==> src/rtl/handshake_constant_table.sv <==
// Handshake constant source backed by a compile-time table: each accepted control
// token emits one table entry into a 2-slot output buffer (fixed entry 0 or cycling).
module handshake_constant_table #(
  parameter int                            DATA_WIDTH = 32,
  parameter int                            DEPTH      = 4,
  parameter logic [DEPTH*DATA_WIDTH-1:0]   CONSTS     = '0,
  parameter int                            MODE       = 1
) (
  input  logic                  clk,
  input  logic                  rst,
  input  logic                  ctrl_valid,
  output logic                  ctrl_ready,
  output logic [DATA_WIDTH-1:0] outs,
  output logic                  outs_valid,
  input  logic                  outs_ready
);

  localparam int IDX_W = (DEPTH > 1) ? $clog2(DEPTH) : 1;

  logic [DATA_WIDTH-1:0] table_w [DEPTH];

  generate
    for (genvar gi = 0; gi < DEPTH; gi++) begin : g_table
      assign table_w[gi] = CONSTS[gi*DATA_WIDTH +: DATA_WIDTH];
    end
  endgenerate

  logic [IDX_W-1:0]      idx_reg;
  logic [IDX_W-1:0]      idx_next;
  logic [DATA_WIDTH-1:0] slot_reg [2];
  logic                  head_reg;
  logic [1:0]            occ_reg;
  logic                  rst_released_reg;

  logic push;
  logic pop;
  logic tail;

  // Ready depends only on registers, so no combinational path from outs_ready.
  assign ctrl_ready = (occ_reg != 2'd2) & rst_released_reg;
  assign outs_valid = (occ_reg != 2'd0);
  assign outs       = outs_valid ? slot_reg[head_reg] : '0;

  assign push = ctrl_valid & ctrl_ready;
  assign pop  = outs_valid & outs_ready;
  assign tail = head_reg ^ occ_reg[0];

  always_comb begin
    idx_next = idx_reg;
    if ((MODE == 1) && (DEPTH > 1)) begin
      if (idx_reg == IDX_W'(DEPTH - 1)) idx_next = '0;
      else                              idx_next = idx_reg + 1'b1;
    end
  end

  always_ff @(posedge clk or negedge rst) begin
    if (!rst) begin
      idx_reg          <= '0;
      slot_reg[0]      <= '0;
      slot_reg[1]      <= '0;
      head_reg         <= 1'b0;
      occ_reg          <= 2'd0;
      rst_released_reg <= 1'b0;
    end else begin
      rst_released_reg <= 1'b1;
      // The table pointer moves only on accepted tokens; stalls leave it alone.
      if (push) begin
        slot_reg[tail] <= table_w[idx_reg];
        idx_reg        <= idx_next;
      end
      if (pop) head_reg <= ~head_reg;
      case ({push, pop})
        2'b10:   occ_reg <= occ_reg + 2'd1;
        2'b01:   occ_reg <= occ_reg - 2'd1;
        default: occ_reg <= occ_reg;
      endcase
    end
  end

endmodule

==> config.mk <==
export PLATFORM = sky130hd
export DESIGN_NAME = handshake_constant_table
export DESIGN_NICKNAME = d
export VERILOG_FILES = /design/src/rtl/handshake_constant_table.sv
export SDC_FILE = /design/constraint.sdc
export NUM_CORES = 1
export LEC_CHECK = 0
export CAP_MARGIN = 20
export CORE_ASPECT_RATIO = 1.1
export CORE_UTILIZATION = 49
export CTS_CLUSTER_SIZE = 24
export DETAILED_ROUTE_END_ITERATION = 7
export PLACE_DENSITY = 0.8
export SETUP_SLACK_MARGIN = 0.15
export SLEW_MARGIN = 10
export SYNTH_ARGS = -nofsm -noshare
export SYNTH_HDL_FRONTEND = slang
export SYNTH_SLANG_ARGS = --single-unit
==> constraint.sdc <==
create_clock -name clk -period 1.5 [get_ports clk]
set_clock_uncertainty 0.1 [all_clocks]
set_input_delay 0.15 -clock clk [delete_from_list [all_inputs] [get_ports clk]]
set_output_delay 0.15 -clock clk [all_outputs]
set_load 0.01 [all_outputs]
==> impl_results.html, run 1 <==
<table>
<tr><th>Metric</th><th>Value</th></tr>
<tr><th colspan="2">Outcome</th></tr>
<tr><td>Result of the run</td><td>finished with violations</td></tr>
<tr><td>Violations in the final reports</td><td>setup timing</td></tr>
<tr><th colspan="2">Logic synthesis</th></tr>
<tr><td>Synth Area in XOR/XNOR</td><td>0.0125</td></tr>
<tr><td>Combinational family with the most area after synthesis</td><td>simple AND/OR/NAND/NOR gates</td></tr>
<tr><td>Number of nets produced by synthesis</td><td>235</td></tr>
<tr><td>Syn avg cell area</td><td>12.2 um^2</td></tr>
<tr><td>Cell accounting for the most synthesized area</td><td>dfrtp_1</td></tr>
<tr><td>Primary flip-flop cell chosen by synthesis mapping</td><td>dfrtp_1</td></tr>
<tr><td>Post-Synth Simple-Gate Area</td><td>0.215</td></tr>
<tr><td>Adder and majority cell fraction of the synthesized area</td><td>0.00447</td></tr>
<tr><td>Number of warnings reported in the yosys synthesis log</td><td>0</td></tr>
<tr><td>Number of synthesized register bits</td><td>68</td></tr>
<tr><td>Number of distinct standard cells referenced by the synthesized netlist</td><td>22</td></tr>
<tr><td>Proportion of synthesized chip area in sequential cells</td><td>0.608</td></tr>
<tr><td>Synthesized-area fraction occupied by ao, oa, aoi and oai cells</td><td>0.00849</td></tr>
<tr><td>Synth Cell Area</td><td>2800 um^2</td></tr>
<tr><td>Top-area cell type share of the netlist area</td><td>0.608</td></tr>
<tr><td>Count of flip-flops with a built-in enable after synthesis</td><td>0</td></tr>
<tr><td>Share of synthesized area spent on multiplexers</td><td>0.114</td></tr>
<tr><td>Fraction of registers with async set/reset</td><td>1.00</td></tr>
<tr><td>Ranking of synthesized cells by area</td><td>dfrtp_1, mux2i_1, and2_1, nor2b_1, nor2_1</td></tr>
<tr><td>Cell count after synthesis</td><td>230</td></tr>
<tr><td>Most instantiated library cell after synthesis</td><td>dfrtp_1</td></tr>
<tr><td>Most frequent cells after synthesis</td><td>dfrtp_1, and2_1, nor2_1</td></tr>
<tr><th colspan="2">Timing</th></tr>
<tr><td>Post-layout worst setup margin</td><td>-0.260 ns</td></tr>
<tr><td>Total count of hold-check failures in the final report</td><td>0</td></tr>
<tr><td>Final max-slew violation count</td><td>0</td></tr>
<tr><td>RSZ-0062 raised after global routing</td><td>yes</td></tr>
<tr><td>Total negative slack</td><td>-18.49 ns</td></tr>
<tr><td>Share of the clock period used by the worst path after layout</td><td>1.17</td></tr>
<tr><td>Tmin final</td><td>1.76 ns</td></tr>
<tr><td>Setup violators final</td><td>99</td></tr>
<tr><td>Achievable Freq</td><td>0.568 GHz</td></tr>
<tr><th colspan="2">Worst setup path</th></tr>
<tr><td>Category of the most critical setup path</td><td>register to register</td></tr>
<tr><td>Worst-case reg-to-reg path depth</td><td>6</td></tr>
<tr><td>Required time reported for the critical path endpoint</td><td>1.63 ns</td></tr>
<tr><td>Cell family with most CP delay</td><td>buffers and inverters</td></tr>
<tr><td>Critical path arrival</td><td>1.89 ns</td></tr>
<tr><td>CP Cell Sequence</td><td>buf_6, buf_12, or3_4, a21oi_4, buf_12, nor2b_1</td></tr>
<tr><td>CP endpoint kind</td><td>register</td></tr>
<tr><td>Most common cell type on the critical path</td><td>buf_12</td></tr>
<tr><td>Worst r2r dst</td><td>slot_reg[60]</td></tr>
<tr><td>Worst Path Buf+Inv</td><td>3</td></tr>
<tr><td>Longest individual stage delay on the worst path</td><td>0.44 ns</td></tr>
<tr><td>Register-to-register setup slack</td><td>-0.26 ns</td></tr>
<tr><td>Cell with the biggest individual delay on the critical path</td><td>dfrtp_2</td></tr>
<tr><td>Kind of launch point of the worst setup path</td><td>register</td></tr>
<tr><td>Worst reg2reg startpoint</td><td>head_reg</td></tr>
<tr><td>CP max FO</td><td>25</td></tr>
<tr><th colspan="2">Routing</th></tr>
<tr><td>Post-route ant nets</td><td>0</td></tr>
<tr><td>Detailed router's first-iteration violation count</td><td>109</td></tr>
<tr><td>Total Routed Length</td><td>6.03 mm</td></tr>
<tr><td>Number of iterations in the first detailed-routing pass</td><td>4</td></tr>
<tr><td>Remaining design rule violation count</td><td>0</td></tr>
<tr><td>Vias</td><td>1825</td></tr>
<tr><td>Vias per cell</td><td>4.84</td></tr>
<tr><td>Routed length per instance</td><td>16.0 um</td></tr>
<tr><th colspan="2">Final layout</th></tr>
<tr><td>Share of cells above drive strength 1</td><td>0.434</td></tr>
<tr><td>Number of flip-flops under the largest register name</td><td>64</td></tr>
<tr><td>Post-route cell area</td><td>3840 um^2</td></tr>
<tr><td>Nets@finish</td><td>302</td></tr>
<tr><td>Signed area change from the synthesized netlist to the final layout</td><td>37.2%</td></tr>
<tr><td>Final core occ</td><td>0.707</td></tr>
<tr><td>Number of antenna diodes</td><td>0</td></tr>
<tr><th colspan="2">CTS</th></tr>
<tr><td>Library cell used as clock root buffer</td><td>clkbuf_8</td></tr>
<tr><td>CTS tree</td><td>built</td></tr>
<tr><td>Number of buffers created by CTS</td><td>9</td></tr>
<tr><td>CTS max path bufs</td><td>2</td></tr>
<tr><td>CTS clk-pin slew, worst paths</td><td>0.07 ns</td></tr>
<tr><td>Total clock sinks</td><td>68</td></tr>
<tr><td>Latest clock arrival within the worst-skew pair</td><td>0.34 ns</td></tr>
<tr><td>H-tree levels</td><td>3</td></tr>
<tr><th colspan="2">Die</th></tr>
<tr><td>Starting density of the core</td><td>0.515</td></tr>
<tr><td>Core area</td><td>5430 um^2</td></tr>
<tr><td>Die Y-Extent</td><td>81.3 um</td></tr>
<tr><td>Number of top-level design ports</td><td>38</td></tr>
<tr><td>Full die area</td><td>6020 um^2</td></tr>
<tr><td>Placement row count</td><td>28</td></tr>
<tr><td>DIE WIDTH</td><td>74.1 um</td></tr>
<tr><th colspan="2">Job</th></tr>
<tr><td>Number of maximum-capacitance violations</td><td>0</td></tr>
<tr><th colspan="2">Power</th></tr>
<tr><td>Total leakage power</td><td>2.06 nW</td></tr>
<tr><td>Worst voltage drop across the vdd grid</td><td>0.826 mV</td></tr>
<tr><td>Power per Cell Area</td><td>1470 nW/um^2</td></tr>
<tr><td>Power after layout</td><td>5.65 mW</td></tr>
<tr><th colspan="2">Hold path</th></tr>
<tr><td>Worst min path class</td><td>input pin to asynchronous set/reset pin</td></tr>
<tr><th colspan="2">Placement</th></tr>
<tr><td>Sum of net half-perimeters after detailed placement</td><td>3.13 mm</td></tr>
<tr><td>Dpl cell area</td><td>3390 um^2</td></tr>
<tr><td>Weighted congestion reported at the end of routability-driven placement</td><td>0.731</td></tr>
<tr><td># port buffers</td><td>37</td></tr>
<tr><td>Worst Setup Slack post-DPL</td><td>-0.162 ns</td></tr>
<tr><th colspan="2">GRT</th></tr>
<tr><td>First-pass GRT wire length</td><td>8.95 mm</td></tr>
<tr><td>Largest net degree at the start of global routing</td><td>30</td></tr>
<tr><td>Via count of the first global-routing pass</td><td>1771</td></tr>
<tr><td>Leftover overflow at the end of global routing</td><td>0</td></tr>
<tr><td>Number of antenna violations at the first check in global routing</td><td>0</td></tr>
<tr><td>Overall fraction of global-route tracks in use</td><td>0.209</td></tr>
</table>
-- metal layers --
| layer | GRT usage | wire length, um | vias to the layer above |
|---|---|---|---|
| met5 | 0 | 0 | - |
| li1 | - | - | 860 |
| met4 | 0.0923 | 88 | 0 |
| met2 | 0.324 | 2950 | 34 |
| met1 | 0.277 | 2830 | 918 |
| met3 | 0.0521 | 166 | 13 |
-- worst max-delay path by stage --
stage,start,end,cells past startpoint
after floorplan,occ_reg[0],occ_reg[1],8
after global placement,head_reg,outs[16],4
after detailed placement,head_reg,outs[16],4
after CTS,head_reg,slot_reg[45],6
after global routing,head_reg,slot_reg[50],6
final,head_reg,slot_reg[60],6
-- cell usage in the layout, fill, tap and decap left out, types with 3 or more instances in the layout --
cell type / n
and2_4: 24
buf_4: 6
nor2_1: 32
buf_6: 15
buf_2: 33
nor2b_1: 26
clkbuf_16: 3
and2_1: 10
nor2b_2: 7
mux2i_1: 27
dfrtp_1: 66
mux2i_2: 4
buf_12: 8
clkbuf_8: 11
-- power breakdown --
part           switching, mW  total [mW]  internal [mW]
clock                  0.662        1.35          0.691
combinational           1.04        2.35           1.31
sequential            0.0591        1.94           1.89
-- cells by family after synthesis --
kind of cell | Yosys count
AO/OA/AOI/OAI | 2
adder cells (fa/ha/maj) | 1
AND/OR/NAND/NOR | 107
flip-flops | 68
multiplexers | 32
XOR/XNOR | 4
buffers and inverters | 15
other | 1
-- through the flow --
stage | hold slack, ns | std cells
3_5_place_dp | 0.0304 | 342
6_report | 0.205 | 377
5_1_grt | 0.237 | 377
4_1_cts | 0.216 | 368
3_3_place_gp | 0.0248 | 342
2_1_floorplan | -0.246 | 230
-- final cells by class --
| type | count | area [um^2] |
|---|---|---|
| Timing Repair Buffer | 70 | 699 |
| Tap cell | 75 | 93.8 |
| Inverter | 1 | 6.26 |
| Multi-Input combinational cell | 147 | 1160 |
| Sequential cell | 68 | 1700 |
| Clock inverter | 3 | 21.3 |
| Clock buffer | 13 | 159 |
| Fill cell | 385 | 1590 |
-- timing repair --
action / 4_1_cts / 5_1_grt
hold buffers: 1 / 0
setup buffers: 7 / 5
hold endpoints to repair: 17 / 0
resized for setup: 150 / 41
setup endpoints to repair: 101 / 101
pin swaps: 4 / 27
gates cloned: 2 / 4
Note: power is estimated with default switching activity, not from simulation.
==> run 2, diff against run 1 <==
HOLD_SLACK_MARGIN = 0.02   (was default)
==> results of run 2 <==
Final layout, timing and power as in run 1 (identical DEF).
==> run 3, diff against run 2 <==
CTS_CLUSTER_SIZE = default   (was 24)
==> results of run 3 <==
Final layout, timing and power as in run 1 (identical DEF).
